[src/rtl/fp32_pkg.sv]
// Shared fp32 constants, classification helpers and the argmax FSM state type.
package fp32_pkg;

  localparam logic [31:0] FP32_QNAN     = 32'h7FC0_0000;
  localparam logic [7:0]  FP32_EXP_ALL1 = 8'hFF;
  localparam logic [31:0] FP32_NEG_ZERO = 32'h8000_0000;

  typedef enum logic [1:0] {IDLE, ACCUM, DONE} state_t;

  function automatic logic fp32_is_nan(input logic [31:0] x);
    return (x[30:23] == FP32_EXP_ALL1) && (x[22:0] != 23'd0);
  endfunction

  // Maps fp32 onto an unsigned key whose integer order matches numeric order;
  // -0 is folded onto +0 first so the two zeros tie.
  function automatic logic [31:0] fp32_order_key(input logic [31:0] x);
    logic [31:0] xn;
    xn = (x == FP32_NEG_ZERO) ? 32'h0000_0000 : x;
    return xn[31] ? ~xn : (xn ^ 32'h8000_0000);
  endfunction

endpackage

[src/rtl/fp32_gt.sv]
// Combinational strict greater-than on non-NaN fp32 operands.
module fp32_gt
  import fp32_pkg::*;
(
  input  logic [31:0] a,
  input  logic [31:0] b,
  output logic        a_gt_b
);

  assign a_gt_b = fp32_order_key(a) > fp32_order_key(b);

endmodule

[src/rtl/fp32_stream_argmax.sv]
// Streams one frame of N_CLASSES fp32 values and holds the index/value of the
// largest one, plus a NaN-seen flag, until the result is accepted downstream.
module fp32_stream_argmax
  import fp32_pkg::*;
#(
  parameter int N_CLASSES = 10,
  parameter int IDX_W     = 4
) (
  input  logic             clk,
  input  logic             rst_n,
  input  logic [31:0]      in_data,
  input  logic             in_valid,
  output logic             in_ready,
  output logic [IDX_W-1:0] out_idx,
  output logic [31:0]      out_max,
  output logic             out_nan,
  output logic             out_valid,
  input  logic             out_ready
);

  localparam int CNT_W = $clog2(N_CLASSES + 1);

  state_t             state_q, state_d;
  logic [CNT_W-1:0]   count_q;
  logic [31:0]        max_q;
  logic [IDX_W-1:0]   idx_q;
  logic               nan_q;
  logic               have_max_q;

  logic beat, in_nan, cand_gt, first, last, have_eff, take;

  assign beat     = in_valid && in_ready;
  assign in_nan   = fp32_is_nan(in_data);
  assign first    = (state_q == IDLE);
  assign last     = (count_q == CNT_W'(N_CLASSES - 1));
  // A new frame ignores whatever max the previous frame left behind.
  assign have_eff = have_max_q && !first;
  assign take     = beat && !in_nan && (!have_eff || cand_gt);

  fp32_gt u_gt (
    .a      (in_data),
    .b      (max_q),
    .a_gt_b (cand_gt)
  );

  // NOTE: sequential state uses non-blocking assignments so every register
  // samples pre-edge values regardless of statement order.
  always_ff @(posedge clk) begin
    if (!rst_n) state_q <= IDLE;
    else        state_q <= state_d;
  end

  // NOTE: the default assignment first guarantees no latch is inferred.
  always_comb begin
    state_d = state_q;
    unique case (state_q)
      IDLE:    if (beat) state_d = ACCUM;
      ACCUM:   if (beat && last) state_d = DONE;
      DONE:    if (out_ready) state_d = IDLE;
      default: state_d = IDLE;
    endcase
  end

  always_comb begin
    in_ready  = 1'b1;
    out_valid = 1'b0;
    if (state_q == DONE) begin
      in_ready  = 1'b0;
      out_valid = 1'b1;
    end
  end

  always_ff @(posedge clk) begin
    if (!rst_n) begin
      count_q    <= '0;
      max_q      <= '0;
      idx_q      <= '0;
      nan_q      <= 1'b0;
      have_max_q <= 1'b0;
    end else if (beat) begin
      count_q <= first ? CNT_W'(1) : count_q + CNT_W'(1);
      nan_q   <= in_nan || (nan_q && !first);
      if (take) begin
        max_q      <= in_data;
        idx_q      <= IDX_W'(count_q);
        have_max_q <= 1'b1;
      end else if (first) begin
        have_max_q <= 1'b0;
      end
      // A frame that ends without any ordered value reports the canonical NaN.
      if (last && in_nan && !have_eff) begin
        max_q <= FP32_QNAN;
        idx_q <= '0;
      end
    end else if (state_q == DONE && out_ready) begin
      count_q <= '0;
    end
  end

  assign out_idx = idx_q;
  assign out_max = max_q;
  assign out_nan = nan_q;

endmodule

[config.mk]
export PLATFORM = sky130hd
export DESIGN_NAME = fp32_stream_argmax
export DESIGN_NICKNAME = d
export VERILOG_FILES = /design/src/rtl/fp32_pkg.sv /design/src/rtl/fp32_gt.sv /design/src/rtl/fp32_stream_argmax.sv
export SDC_FILE = /design/constraint.sdc
export NUM_CORES = 1
export LEC_CHECK = 0
export BUFFER_PORTS_ARGS = -buffer_cell sky130_fd_sc_hd__buf_2
export CAP_MARGIN = 10
export CORE_MARGIN = 2
export CORE_UTILIZATION = 40
export CTS_CLUSTER_DIAMETER = 30
export DETAILED_ROUTE_END_ITERATION = 8
export PLACE_DENSITY = 0.63
export SLEW_MARGIN = 20
export SYNTH_ARGS = -nofsm -noshare
export SYNTH_HDL_FRONTEND = slang
export SYNTH_SLANG_ARGS = --single-unit
[constraint.sdc]
create_clock -name clk -period 3.8 [get_ports clk]
set_clock_uncertainty 0.2 [all_clocks]
set_input_delay 0 -clock clk [delete_from_list [all_inputs] [get_ports clk]]
set_output_delay 0 -clock clk [all_outputs]
set_load 0.005 [all_outputs]
==> out/results.txt, run 1 <==
CP dominant cell by count: buf_6
CTS Root Buffer Type: clkbuf_8
worst vdd ir: 0.0001733 V
Final Core Density: 62.24%
CP endpoint kind: flip-flop
placer's final routability congestion estimate: 0.8534
Critical Path Source Type: input pin
nets: 620
Fillers: 701
CTS buffer count: 5
vias per cell: 5.426
Max Root-Sink Buffers: 2
die width: 94.69 um
layout cells sized above 1: 35.51%
Required @ worst endpoint: 3800 ps
post-detail-place hpwl: 6922 um
Post-DP Area: 4123 um^2
initial core utilization: 40.65%
total gr overflow: 0
min Tclk post-route: 3999 ps
PortBufs: 74
Worst Hold Path Cells: 3
dpl cells: 599
largest net degree at the start of global routing: 35
pre-CTS WS: -295.2 ps
actual slew at the worst max-slew pin: 766.5 ps
Routed Antenna Nets: 0
Worst-Skew Late Latency: 300 ps
register area share after synthesis: 26.78%
worst-path maximum fanout: 8
maximum operating frequency: 0.2500 GHz
CP peak stage delay: 540 ps
hold_ws: 228.2 ps
Min-Delay Path Class: input pin to flip-flop
total track usage: 22.52%
Post-synth EDFFs: 0
Synthesis Warnings: 0
Main synth FF type: dfxtp_1
clock-pin slew on the worst setup and hold paths: 90 ps
Reg2Reg Depth: 17
Cell Count, Final, Fillers Out: 657
drt drc: 0
reg2reg setup slack: -100 ps
H-tree depth: 2
Pwr Density: 300.4 nW/um^2
Die ar.: 8965 um^2
syn_nets: 460
Setup TNS Final: -5749 ps
CTS tree: yes
number of cell rows: 33
status: finished, violations left
Lkg Pwr: 2.360 nW
via count: 3565
ant diodes: 0
post-synth cell types: 43
initial drt markers: 192
failing checks: negative setup slack
setup violators final: 36
cell count after synthesis: 391
Max Cap Viol: 0
mean area per synthesized cell: 8.413 um^2
Fin. Hold Viols: 0
post-route clock period utilization: 105.2%
Async SR Flop Fraction: 0%
Slew Viols, Final: 0
worst path arrival time: 4000 ps
drt pass-1 iters: 4
vias in the first global route: 3493
CTS Sinks: 44
initial antenna violation count: 0
CP max-delay cell: dlygate4sd3_1
final worst slack: -199.4 ps
synthesis-to-layout area growth: 53.14%
Core ar.: 8093 um^2
Routed WL per cell: 16.19 um
critical path class: input pin to flip-flop
fin area: 5037 um^2
#FFs+latches synth: 44
worst rel slew slack: 48.71%
crit-path cells: dlygate4sd3_1, buf_2, nor3_2, nand4b_1, nor3_4, buf_6, nor2_1, ha_1, or4_1, a211oi_2, a2111oi_4, or3_4, buf_6, a32oi_4, buf_4, nor2_2, o221a_2
I/O pins: 75
total power: 1.513 mW
routed wire length: 10630 um
RSZ-0062 raised after global routing: yes
first-pass GRT wire length: 16150 um
post-synthesis cell area: 3289 um^2
Die Height: 94.69 um
-- path summary, 6_finish.rpt --
path | start | endpoint
max | in_data[24] | out_max[29]
min reg2reg | out_idx[3] | out_idx[3]
min | in_data[31] | out_max[31]
max reg2reg | out_max[5] | out_max[29]
-- final cells by class --
cell class | instances | area (um^2) | area share (%)
clock buffer | 7 | 86.33 | 1.714
clock inverter | 1 | 7.507 | 0.1490
inverter | 6 | 22.52 | 0.4471
multi-input combinational | 321 | 2594 | 51.49
sequential | 44 | 883.3 | 17.54
tap | 105 | 131.4 | 2.608
timing repair buffer | 173 | 1313 | 26.06
-- synth_stat cells, types with 2 or more instances --
master	number	area (um^2)
a211oi_1	7	52.55
a21o_1	3	22.52
a21oi_1	12	60.06
a22o_1	26	227.7
and2_1	2	12.51
buf_1	3	11.26
buf_2	2	10.01
buf_6	2	22.52
clkbuf_1	13	48.80
dfxtp_1	44	880.8
ha_1	33	412.9
inv_1	5	18.77
mux2i_1	2	20.02
nand2_1	39	146.4
nand2b_1	4	25.02
nand3_1	9	45.04
nand4_1	10	62.56
nand4b_1	2	17.52
nor2_1	47	176.4
nor3_1	6	30.03
nor4_1	14	87.58
o21a_1	3	22.52
o21ai_0	11	55.05
o221a_2	10	112.6
or3_1	2	12.51
or4_1	2	15.01
xnor2_1	30	262.8
xor2_1	33	289.0
-- critical path: cells and delay by family --
| family | cells | cell delay, ps |
|---|---|---|
| AND/OR/NAND/NOR | 7 | 1720 |
| buffers and inverters | 5 | 1180 |
| adder cells (fa/ha/maj) | 1 | 210 |
| AO/OA/AOI/OAI | 4 | 870 |
-- metal layers --
layer,wire [um],up-vias,global-route usage [%]
met5,0,-,0
met4,217,0,6.401
met3,328,20,2.793
met2,5428,87,41.13
met1,4659,1719,27.56
li1,-,1739,-
-- kinds of logic (layout without fill, tap and decap cells) --
kind of cell               Yosys count  after routing  synth area share, %
and+or+nand+nor                    143            144                20.54
AOI/OAI and AO/OA                   78             78                18.68
xor gates and xnor gates            63             63                16.77
DFF                                 44             44                26.78
adders and majority gates           33             33                12.55
buffers and inverters               27            187                3.728
muxes                                3              3               0.9509
-- power by group --
group / switching (mW) / internal [mW]
sequential: 0.0269 / 0.491
clock: 0.176 / 0.148
combinational: 0.328 / 0.343
-- registers in the layout, summed over array words and instances (netlist names) --
register / flops
out_nan: 1
state_q: 2
out_max: 32
count_q: 4
have_max_q: 1
out_idx: 4
-- what timing repair did --
action / CTS / global route
endpoints found under the setup margin: 35 / 36
pin swaps: 8 / 20
hold endpoints to repair: 39 / 0
gates cloned: 1 / 2
hold buffers: 34 / 0
gates resized for setup: 14 / 52
buffers inserted: 4 / 11
-- placed cells by master, fill, tap and decap left out, types with 4 or more instances in the layout --
cell,netlist,layout
buf_2,2,74
buf_4,1,51
nor2_1,47,45
dfxtp_1,44,42
nand2_1,39,34
dlygate4sd3_1,0,34
xor2_1,33,33
xnor2_1,30,30
ha_1,33,28
a22o_1,26,26
nor4_1,14,13
a21oi_1,12,11
nand4_1,10,10
o21ai_0,11,9
o221a_2,10,7
buf_6,2,7
clkbuf_8,0,6
inv_1,5,5
nand3_1,9,5
ha_4,0,5
buf_12,0,5
nand2b_1,4,4
a211oi_1,7,4
No activity file was read; power rests on OpenSTA's default activity.
==> run 2, diff against run 1 <==
GPL_TIMING_DRIVEN = 0   (was default)
==> run 2 against run 1 <==
Compared with the run above: the run now ends clean; routed wire length fell by 0.26%; sequential share of layout area is 1.2 points higher; via count is 3.2% lower; setup slack gained 270 ps; core utilization is 2.8 points lower; design area decreased by 4.6%; global-route usage grew 0.54 points; die area did not move; sequential power rose by 4.2%; clock power grew 20%; sequential cell count unchanged; critical path type unchanged; critical endpoint is now out_max[15]; largest cell class unchanged; largest power group unchanged.
==> out/results.txt, run 2 (synthesis results as in run 1) <==
critical path class: input pin to flip-flop
die width: 94.69 um
clock-pin slew on the worst setup and hold paths: 100 ps
commonest non-fill, non-tap cell in the layout: buf_2
total track usage: 23.06%
Pwr Density: 317.5 nW/um^2
CTS buffer count: 5
crit-path cells: buf_2, nor4_2, nand4b_1, nor3_4, clkbuf_4, nor2_1, ha_1, or4_1, a211oi_2, a2111oi_2, or3_4, a32o_2, a21oi_4, buf_12, buf_8, a22o_1
worst-path maximum fanout: 10
drt pass-1 iters: 4
Max Root-Sink Buffers: 2
CTS Sinks: 44
Worst-Skew Late Latency: 310 ps
initial core utilization: 40.65%
switch share: 34.84%
P_int: 994.5 uW
first-pass GRT wire length: 16300 um
CTS Root Buffer Type: clkbuf_8
Sw Pwr: 531.7 uW
status: completed
PortBufs: 73
Reg2Reg Launch Point: out_max[6]
Setup TNS Final: 0 ps
worst vdd ir: 0.0001556 V
Critical Path Source Type: input pin
Worst Hold Launch: in_data[23]
CP peak stage delay: 540 ps
vias per cell: 5.530
RR Endpoint: out_max[15]
min Tclk post-route: 3732 ps
placer's final routability congestion estimate: 0.8964
I/O pins: 75
CP max-delay cell: or4_1
Min-Delay Path Class: input pin to flip-flop
routed wire length: 10610 um
Worst Hold Path Cells: 5
total power: 1.526 mW
synthesis-to-layout area growth: 46.14%
Largest register FFs: 32
Clk pwr share: 25.5%
reg2reg setup slack: 120 ps
layout cells sized above 1: 33.53%
Required @ worst endpoint: 3860 ps
sequential power share: 35.4%
initial antenna violation count: 0
post-detail-place hpwl: 7061 um
initial drt markers: 138
total gr overflow: 0
Routed Antenna Nets: 0
vias in the first global route: 3318
Lkg Pwr: 2.173 nW
worst rel slew slack: 43.26%
drt drc: 0
Max Cap Viol: 0
Die Height: 94.69 um
Reg2Reg Depth: 14
combinational share of power: 39.1%
RSZ-0062 raised after global routing: yes
worst hold endpoint: out_nan
setup violators final: 0
Slew Viols, Final: 0
ant diodes: 0
Fillers: 719
CP endpoint kind: flip-flop
post-route clock period utilization: 98.21%
via count: 3451
H-tree depth: 2
nets: 587
Fin. Hold Viols: 0
largest net degree at the start of global routing: 16
Core ar.: 8093 um^2
actual slew at the worst max-slew pin: 851.0 ps
worst path arrival time: 3790 ps
CTS tree: yes
Die ar.: 8965 um^2
maximum operating frequency: 0.2679 GHz
Routed WL per cell: 17.00 um
number of cell rows: 33
most frequent cells in the layout: buf_2, nor2_1, dlygate4sd3_1
==> run 2: cell count changes in the layout (fill, tap and decap cells not counted), moves of 4 or more <==
cell	delta
buf_8	+5
buf_6	-6
buf_12	-4
nor4_4	+5
dfxtp_1	-10
dfxtp_2	+9
nor4_1	-7
buf_4	-40
clkbuf_2	+4
==> run 2: power by group through the flow <==
stage               Combinational (mW)  Sequential, mW  Clock [mW]
floorplan                        0.306           0.533           0
global placement                 0.431           0.537           0
detailed placement               0.439           0.538           0
CTS                              0.502           0.534       0.395
global route                     0.658           0.544       0.416
finish                           0.597           0.540       0.389
==> run 2: area by class of cell <==
class	count	area, um^2	share of cell area [%]
buffer	20	157.7	3.280
tap	105	131.4	2.733
timing repair buffer	121	843.3	17.54
multi-input combinational	320	2639	54.89
sequential	44	898.4	18.69
inverter	6	22.52	0.4685
clock inverter	3	46.29	0.9630
clock buffer	5	68.82	1.432
==> run 2: critical path, delay by kind of cell <==
| family | cells | cell delay (ps) |
|---|---|---|
| AOI/OAI and AO/OA | 5 | 940 |
| adders and majority gates | 1 | 200 |
| buffers and inverters | 4 | 700 |
| and+or+nand+nor | 6 | 1960 |
==> run 2: per-stage QoR <==
stage	cell area [um^2]	hold WS, ps	util, %	instances	setup WS (ps)
after floorplan	3289	-101.4	-	391	151.8
after global placement	3786	18.57	46.78	569	-866.7
after detailed placement	3786	21.54	46.78	569	-976.8
after CTS	4488	256.0	55.46	618	2.553
after global routing	4807	286.0	59.40	624	-59.13
final	4807	268.7	59.40	624	67.89
==> run 2: how the worst max path moves through the flow <==
stage	startpoint	endpoint	slack, ps	cells after the start
floorplan	out_max[31]	out_max[31]	150	17
global placement	in_data[1]	out_idx[3]	-870	15
detailed placement	in_data[1]	out_max[0]	-980	15
CTS	out_max[20]	out_max[10]	3	16
global route	out_max[17]	out_max[15]	-60	17
finish	in_data[27]	out_max[15]	70	16
==> run 2: repair_timing <==
item / CTS / global route
gates resized for setup: 48 / 55
pin swaps: 13 / 21
setup endpoints to repair: 36 / 35
setup buffers: 4 / 6
cloned: 2 / 0
hold buffers: 36 / 0
endpoints found under the hold margin: 40 / 0
==> run 2: layer usage <==
| metal | track usage (%) | share of wire (%) | wire, um |
|---|---|---|---|
| met2 | 40.37 | 50 | 5297 |
| met4 | 7.850 | 2.4 | 258 |
| met3 | 3.911 | 4.9 | 521 |
| met5 | 0 | 0 | 0 |
| met1 | 28.49 | 43 | 4529 |
==> run 3, diff against run 2 <==
BUFFER_PORTS_ARGS = default   (was -buffer_cell sky130_fd_sc_hd__buf_2)
DONT_BUFFER_PORTS = 1   (was default)
PLACE_DENSITY = 0.55   (was 0.63)
==> run 3 against run 2 <==
Compared with the run above: clock power is 17% lower; first-iteration DRC count is 2.2% lower; design area is 11% lower; largest cell class unchanged; global-route usage hardly changed.
==> out/results.txt, run 3 (synthesis results as in run 1) <==
final worst slack: 7.355 ps
worst rel slew slack: 44.17%
status: completed
post-route clock period utilization: 99.81%
Reg2Reg Depth: 16
Worst Hold Path Cells: 4
Max Cap Viol: 0
largest net degree at the start of global routing: 17
Reg2Reg Launch Point: out_max[14]
Worst-Skew Late Latency: 310 ps
Max Root-Sink Buffers: 2
total gr overflow: 0
worst hold endpoint: out_nan
commonest non-fill, non-tap cell in the layout: nor2_1
critical path class: flip-flop to flip-flop
Die Height: 94.69 um
I/O pins: 75
maximum operating frequency: 0.2637 GHz
total track usage: 23.03%
RSZ-0062 raised after global routing: yes
worst-path maximum fanout: 10
CTS Sinks: 44
drt pass-1 iters: 4
pre-CTS WS: -975.8 ps
worst path arrival time: 3850 ps
met1 Track Usage GR: 27.82%
CTS Root Buffer Type: clkbuf_8
Critical Path Source Type: flip-flop
CTS tree: yes
Setup TNS Final: 0 ps
vias per cell: 5.742
drt drc: 0
GR Util met2: 40.72%
Global Route met3 Usage: 5.347%
reg2reg setup slack: 7 ps
Die ar.: 8965 um^2
layout cells sized above 1: 19.68%
min Tclk post-route: 3793 ps
most frequent cells in the layout: nor2_1, nand2_1, dlygate4sd3_1
Min-Delay Path Class: input pin to flip-flop
Routed Antenna Nets: 0
via count: 3141
routed wire length: 10340 um
CP endpoint kind: flip-flop
Slew Viols, Final: 0
dpl cells: 496
total power: 1.362 mW
initial antenna violation count: 0
Required @ worst endpoint: 3850 ps
clock-pin slew on the worst setup and hold paths: 100 ps
synthesis-to-layout area growth: 30.47%
vias in the first global route: 3144
post-detail-place hpwl: 7154 um
nets: 510
ant diodes: 0
Largest register FFs: 32
PortBufs: 0
first-pass GRT wire length: 16020 um
Worst Hold Launch: in_data[23]
Cell Count, Final, Fillers Out: 547
H-tree depth: 2
worst vdd ir: 0.0001612 V
Fin. Hold Viols: 0
actual slew at the worst max-slew pin: 837.4 ps
Lkg Pwr: 1.797 nW
initial drt markers: 135
CTS buffer count: 5
number of cell rows: 33
setup violators final: 0
Routed WL per cell: 18.91 um
RR Endpoint: out_max[31]
busiest grt layer: met2
die width: 94.69 um
Core ar.: 8093 um^2
Pwr Density: 317.4 nW/um^2
placer's final routability congestion estimate: 0.8449
initial core utilization: 40.65%
-- run 3: cell types whose count changed in the layout (fill, tap and decap cells not counted), sizes merged --
cell | before | now
inv | 6 | 7
bufinv | 1 | 0
buf | 95 | 18
-- run 3: critical path, stage by stage, from the launching register on --
cell and delay (ps):
dfxtp_2 370, nor4_4 310, nand4_1 170, or2_4 340, buf_8 160, nand2_1 90, ha_4 210, o21a_1 180
o21a_1 170, o21ai_2 130, a2111oi_2 100, or3_4 400, a32o_2 300, a21oi_4 160, buf_12 150, buf_8 120
a22o_1 150
-- run 3: timing repair --
item,4_1_cts,5_1_grt
buffers inserted,3,2
cloned,2,1
hold endpoints to repair,41,0
setup endpoints to repair,36,35
gates resized for setup,65,25
hold buffers,36,0
pin swaps,12,11
-- run 3: layer usage --
layer	wire length (um)	part of all wire [%]	vias up
met5	0	0	-
met4	198	1.9	0
met3	567	5.5	16
met2	5220	50	81
met1	4357	42	1522
li1	-	-	1522
-- run 3: per-stage QoR --
step / util (%) / hold slack (ps) / area, um^2
after floorplan: - / -101.4 / 3289
after global placement: 42.27 / -96.68 / 3421
after detailed placement: 42.27 / -92.51 / 3421
after CTS: 51.42 / 75.82 / 4161
after global routing: 53.03 / 127.4 / 4292
final: 53.03 / 85.88 / 4292
-- run 3: worst max-delay path by stage --
stage / start / endpoint / slack (ps) / cells past startpoint
floorplan: out_max[31] / out_max[31] / 150 / 17
global placement: in_data[1] / out_max[31] / -970 / 15
detailed placement: in_data[1] / out_max[9] / -980 / 15
CTS: out_max[28] / out_max[31] / 1 / 16
global route: out_max[31] / out_max[31] / -130 / 17
finish: out_max[14] / out_max[31] / 7 / 16
-- run 3: cell type report --
cell class,instances,area (um^2)
Fill cell,784,3801
Clock inverter,3,25.02
Multi-Input combinational cell,320,2521
Tap cell,105,131.4
Timing Repair Buffer,44,461.7
Inverter,6,22.52
Clock buffer,5,68.82
Buffer,20,153.9
Sequential cell,44,907.1
-- run 3: where the power goes --
group	switching (mW)	internal [mW]
Clock	0.188	0.134
Sequential	0.0550	0.493
Combinational	0.241	0.250
